<file path="config.mk">
export PLATFORM = sky130hd
export DESIGN_NAME = seq_alu
export DESIGN_NICKNAME = d
export VERILOG_FILES = /design/src/rtl/seq_alu.sv
export SDC_FILE = /design/constraint.sdc
export NUM_CORES = 1
export LEC_CHECK = 0
export CAP_MARGIN = 20
export CORE_MARGIN = 1.5
export CORE_UTILIZATION = 47
export DETAILED_ROUTE_END_ITERATION = 8
export PLACE_DENSITY = 0.72
export SLEW_MARGIN = 10
export SYNTH_ARGS = -nofsm -noshare
export SYNTH_HDL_FRONTEND = slang
export SYNTH_SLANG_ARGS = --single-unit
</file>
<file path="constraint.sdc">
create_clock -name clk -period 3.76 [get_ports clk]
set_clock_uncertainty 0.1 [all_clocks]
set_input_delay 0.376 -clock clk [delete_from_list [all_inputs] [get_ports clk]]
set_output_delay 0.376 -clock clk [all_outputs]
set_load 0.05 [all_outputs]
</file>
<file path="src/rtl/seq_alu.sv">
// seq_alu: multi-cycle datapath ALU with valid/ready on both sides.
// Single-cycle ops finish on the accept edge. Shifts move one bit per edge.
// Multiply is shift-add, one multiplier bit per edge. The first iteration of an
// iterative op is done on the accept edge, so an op needing k steps shows
// out_valid after exactly k edges.
module seq_alu #(
   parameter int WIDTH = 8
) (
   input  logic             clk,
   input  logic             rst_n,
   input  logic             in_valid,
   output logic             in_ready,
   input  logic [2:0]       op,
   input  logic [WIDTH-1:0] in_a,
   input  logic [WIDTH-1:0] in_b,
   output logic             out_valid,
   input  logic             out_ready,
   output logic [WIDTH-1:0] rslt,
   output logic             taken,
   output logic             carry
);

   localparam int CNT_W = $clog2(WIDTH + 1);
   localparam logic [CNT_W-1:0] LP_CNT_WIDTH = CNT_W'(WIDTH);
   localparam logic [CNT_W-1:0] LP_CNT_WM1   = CNT_W'(WIDTH - 1);
   localparam logic [CNT_W-1:0] LP_CNT_ONE   = CNT_W'(1);

   typedef enum logic [1:0] {
      S_IDLE = 2'd0,
      S_BUSY = 2'd1,
      S_DONE = 2'd2
   } state_e;

   typedef enum logic [2:0] {
      OP_PASS = 3'b000,
      OP_SHR  = 3'b001,
      OP_ADD  = 3'b010,
      OP_POS  = 3'b011,
      OP_XOR  = 3'b100,
      OP_BEQZ = 3'b101,
      OP_SHL  = 3'b110,
      OP_MUL  = 3'b111
   } op_e;

   state_e               r_state;
   logic [2:0]           r_op;
   logic [CNT_W-1:0]     r_cnt;
   logic [WIDTH-1:0]     r_acc;
   logic [2*WIDTH-1:0]   r_prod;
   logic [2*WIDTH-1:0]   r_mcand;
   logic [WIDTH-1:0]     r_mplier;
   logic [WIDTH-1:0]     r_rslt;
   logic                 r_taken;
   logic                 r_carry;

   logic                 w_idle;
   logic [2:0]           w_op;
   logic [CNT_W-1:0]     w_n;
   logic [WIDTH:0]       w_sum;
   logic [WIDTH-1:0]     w_src_acc;
   logic [WIDTH-1:0]     w_acc_nxt;
   logic                 w_sc_nxt;
   logic [2*WIDTH-1:0]   w_src_prod;
   logic [2*WIDTH-1:0]   w_src_mcand;
   logic [WIDTH-1:0]     w_src_mplier;
   logic [2*WIDTH-1:0]   w_prod_nxt;
   logic [2*WIDTH-1:0]   w_mcand_nxt;
   logic [WIDTH-1:0]     w_mplier_nxt;
   logic                 w_mul_hi_nz;

   assign in_ready  = (r_state == S_IDLE);
   assign out_valid = (r_state == S_DONE);
   assign rslt      = r_rslt;
   assign taken     = r_taken;
   assign carry     = r_carry;

   // One iteration step: sourced from the ports on the accept edge, from the working registers while busy
   always_comb begin
      w_idle       = (r_state == S_IDLE);
      w_op         = w_idle ? op : r_op;
      w_n          = (in_b >= WIDTH'(WIDTH)) ? LP_CNT_WIDTH : in_b[CNT_W-1:0];
      w_sum        = {1'b0, in_a} + {1'b0, in_b};
      w_src_acc    = w_idle ? in_a : r_acc;
      w_acc_nxt    = {1'b0, w_src_acc[WIDTH-1:1]};
      w_sc_nxt     = w_src_acc[0];
      if (w_op == OP_SHL) begin
         w_acc_nxt = {w_src_acc[WIDTH-2:0], 1'b0};
         w_sc_nxt  = w_src_acc[WIDTH-1];
      end
      w_src_prod   = w_idle ? '0 : r_prod;
      w_src_mcand  = w_idle ? {{WIDTH{1'b0}}, in_a} : r_mcand;
      w_src_mplier = w_idle ? in_b : r_mplier;
      w_prod_nxt   = w_src_prod + (w_src_mplier[0] ? w_src_mcand : '0);
      w_mcand_nxt  = w_src_mcand << 1;
      w_mplier_nxt = w_src_mplier >> 1;
      w_mul_hi_nz  = |w_prod_nxt[2*WIDTH-1:WIDTH];
   end

   // Control FSM with registered result, flags and iteration state
   always_ff @(posedge clk or negedge rst_n) begin
      if (!rst_n) begin
         r_state  <= S_IDLE;
         r_op     <= '0;
         r_cnt    <= '0;
         r_acc    <= '0;
         r_prod   <= '0;
         r_mcand  <= '0;
         r_mplier <= '0;
         r_rslt   <= '0;
         r_taken  <= 1'b0;
         r_carry  <= 1'b0;
      end else begin
         case (r_state)
            S_IDLE: begin
               if (in_valid) begin
                  r_op    <= op;
                  r_taken <= 1'b0;
                  r_carry <= 1'b0;
                  r_state <= S_DONE;
                  case (op)
                     OP_PASS: r_rslt <= in_a;
                     OP_ADD: begin
                        r_rslt  <= w_sum[WIDTH-1:0];
                        r_carry <= w_sum[WIDTH];
                     end
                     OP_POS: begin
                        r_rslt  <= '0;
                        r_taken <= !in_a[WIDTH-1] && (in_a != '0);
                     end
                     OP_XOR: r_rslt <= in_a ^ in_b;
                     OP_BEQZ: begin
                        r_rslt  <= '0;
                        r_taken <= (in_a == '0);
                     end
                     OP_SHR, OP_SHL: begin
                        if (w_n == '0) begin
                           r_rslt <= in_a;
                        end else begin
                           r_acc <= w_acc_nxt;
                           r_cnt <= w_n - LP_CNT_ONE;
                           if (w_n == LP_CNT_ONE) begin
                              r_rslt  <= w_acc_nxt;
                              r_carry <= w_sc_nxt;
                           end else begin
                              r_state <= S_BUSY;
                           end
                        end
                     end
                     default: begin
                        r_prod   <= w_prod_nxt;
                        r_mcand  <= w_mcand_nxt;
                        r_mplier <= w_mplier_nxt;
                        r_cnt    <= LP_CNT_WM1;
                        r_state  <= S_BUSY;
                     end
                  endcase
               end
            end
            S_BUSY: begin
               r_cnt <= r_cnt - LP_CNT_ONE;
               if (r_op == OP_MUL) begin
                  r_prod   <= w_prod_nxt;
                  r_mcand  <= w_mcand_nxt;
                  r_mplier <= w_mplier_nxt;
                  if (r_cnt == LP_CNT_ONE) begin
                     r_rslt  <= w_prod_nxt[WIDTH-1:0];
                     r_carry <= w_mul_hi_nz;
                     r_state <= S_DONE;
                  end
               end else begin
                  r_acc <= w_acc_nxt;
                  if (r_cnt == LP_CNT_ONE) begin
                     r_rslt  <= w_acc_nxt;
                     r_carry <= w_sc_nxt;
                     r_state <= S_DONE;
                  end
               end
            end
            S_DONE: begin
               if (out_ready) r_state <= S_IDLE;
            end
            default: r_state <= S_IDLE;
         endcase
      end
   end

endmodule
</file>
==> results.md <==
* Status: finished clean
* Post-DP HPWL at between 10 and 15 mm
* Post-Syn Area per Cell at approximately 8.2 sq um
* Period Utilization, post-route at 0.941
* DRT antenna net count at 0
* Syn nets at 655
* Hold path startpoint: r_prod[5]
* Hold Crit Class: reg -> reg
* Synth unique cells at 61
* TritonCTS clock tree: yes
* Reg2reg start: r_state[0]
* Netlist Area Pre-Place at about 0.0049 sq mm
* Largest fanout on the critical path at 28
* Synthesized flop and latch total at 65
* Ys flop type: dfrtp_1
* Post-synth top area share at 0.331
* Pwr dens at roughly 730 mW/mm^2
* Rel. slew slack at 0.490
* Critical path capture point type: flip-flop
* RSZ-0062 raised after global routing: false
* Via/cell ratio at ~6.0
* Row count at 37
* Largest area contributor in the netlist: dfrtp_1
* Top post-synthesis cells by area: dfrtp_1 (33%), nand2_1 (8.9%), ha_1 (7.1%), o21ai_0 (4.2%), nor2_1 (3.3%)
* Post-CTS Setup Bufs at 0
* Core area at 0.0102 sq mm
* I/O Buffers at 34
* Total Routing Usage GR at 0.263
* Clk pin slew, worst setup/hold paths at ~0.080 ns
* Initial core utilization at 0.480
* Syn-to-layout area delta at 16.4%
* Worst path required time at roughly 3.9 ns
* Final Cell Area at 0.00571 sq mm
* Root buffer cell: clkbuf_8
* Worst-Margin Slew at around 0.76 ns
* Total Wirelength at 14.0 mm
* Worst IR Drop VDD at between 0.3 and 0.4 mV
* Dpl cells at about 760
* Final TNS setup at 0 ns
* GP Congestion at between 0.9 and 1
* Yosys warning total at 0
* Largest net degree at the start of global routing at 49
* Global-route wire length before repair at around 23 mm
* Mux cell area share after synthesis at 0.0594
* Routed len/inst at 18.0 microns
* Synth Area in Adders at 0.0796
* Largest family of logic cells by synthesized area: simple AND/OR/NAND/NOR gates
* Layout cells sized above 1 at 0.101
* CP startpoint: r_state[0]
* Drt initial violations at approximately 330
* Async S/R FF share, synth at 1.00
* Vias at ~4.7k
* CP Launch Type: flip-flop
* Hold slack at between 0.3 and 0.4 ns
* Worst-skew pair later-pin latency at around 0.35 ns
* Non-Filler Instances at roughly 780
* Sequential area share after synthesis at 0.331
* MaxCap Viol Count at 0
* DR pass1 iterations at 5
* Number of synthesized flops with an enable pin at 0
* Period minus WS final at 3.54 ns
* Leak at between 2 and 3 nW
* Simple-Gate Fraction of Synth Area at 0.259
* Clock buffer depth at 2
* Die height at about 110 microns
* Synth Area in Compound Gates at 0.200
* Setup Viol. Count Final at 0
* Vias in the first global route at around 4.4k
* Max-slew violations at 0
* DR DRC count at 0
* Placed cell area at around 0.0055 sq mm
* Die width at around 110 microns
* Nets at 694
* WS Path Type: reg -> reg
* Clock sinks at 65
* Total gr overflow at 0
* Initial antenna violation count at 0
* Cells after Synth at 602
* I/O pin count at 35
* Critical path arrival at between 3 and 4 ns
* H-tree Lvls at 3
* Cts bufs inserted at 9
* Final hold vios at 0
* Max Freq at 283 MHz
* Die area at 0.0111 sq mm
* XOR/XNOR share of the synthesized area at 0.0321
* Antenna fix cells at 0
## Yosys cell counts, drive strengths merged, types with 8 or more instances
library cell / n
inv: 13
ha: 28
nor3: 16
mux2: 10
clkbuf: 22
and2: 20
dfrtp: 65
nand3: 31
xnor2: 11
and3: 13
a211oi: 8
o21ai: 45
a21oi: 30
nor2: 44
a21o: 8
nand2: 117
a31oi: 18
buf: 10
## cell usage in the layout, fill, tap and decap left out, types with 10 or more instances in the layout
cell type          n
buf_4             24
mux2_2            10
a31oi_1           18
nor2_1            42
clkbuf_8          10
xnor2_1           11
inv_1             12
o21ai_0           41
dfrtp_1           65
nor3_1            16
and3_1            13
a21oi_1           30
nand2_1          117
ha_1              28
clkdlybuf4s50_1   33
nand3_1           31
and2_1            20
## layer usage
layer	routed length (microns)	part of all wire	up-vias	GRT usage
met1	6600	0.47	2246	0.384
met4	300	0.021	0	0.0890
met3	880	0.063	21	0.0405
met2	6270	0.45	150	0.396
met5	0	0	-	0
li1	-	-	2247	-
## through the flow
step	total power, W	util	setup WS, ns
3_3_place_gp	0.00340	0.533	0.142
4_1_cts	0.00416	0.555	0.174
3_5_place_dp	0.00345	0.533	0.112
2_1_floorplan	0.00278	-	0.0209
6_report	0.00419	0.559	0.221
5_1_grt	0.00449	0.559	0.0000648
## path summary, 6_finish.rpt
path,to,slack (ns),depth (start not counted)
max reg2reg,carry,0.22,11
max in group asynchronous,r_acc[2],2.28,4
min reg2reg,r_prod[5],0.38,2
max,carry,0.22,11
min,r_prod[5],0.38,2
min in group asynchronous,r_prod[8],0.43,2
## cells by family (layout without fill, tap and decap cells)
family / Yosys count / count (layout)
multiplexers: 18 / 18
adder cells (fa/ha/maj): 30 / 30
XOR/XNOR: 18 / 18
flip-flops: 65 / 65
AO/OA/AOI/OAI: 153 / 153
AND/OR/NAND/NOR: 273 / 273
buffers and inverters: 45 / 89
## sequential cells by signal (all words and copies together), names as in the netlist
signal / cells
r_state: 2
r_mcand: 15
r_op: 3
rslt: 8
r_prod: 16
r_mplier: 7
r_cnt: 4
r_acc: 8
carry: 1
taken: 1
## critical path, stage by stage (launching register included)
cell and delay (ns):
dfrtp_1 0.37, or2_2 0.35, buf_4 0.24, and2_1 0.22, fa_1 0.50, a211oi_2 0.29, o21ai_0 0.20, a2111oi_0 0.44
nor3_1 0.13, xor2_1 0.17, nor4_1 0.25, a41oi_1 0.15
## cell type report
type,count,area (sq um)
clock buffers,10,138
fillers,952,4520
clock inverters,6,90.1
inverters,13,48.8
well taps,136,170
repair buffers,60,546
flip-flops and latches,65,1630
multi-input cells,492,3100
## where the power goes
group,switching (W),internal [W]
combinational,0.00145,0.000893
sequential,0.000193,0.000957
clock,0.000305,0.000394
total,0.00195,0.00224
## what timing repair did
item / in CTS / in global routing
setup endpoints to repair: 0 / 1
gates resized for setup: 0 / 1
hold endpoints to repair: 0 / 21
hold buffers: 0 / 1
Note: power is estimated with default switching activity, not from simulation.
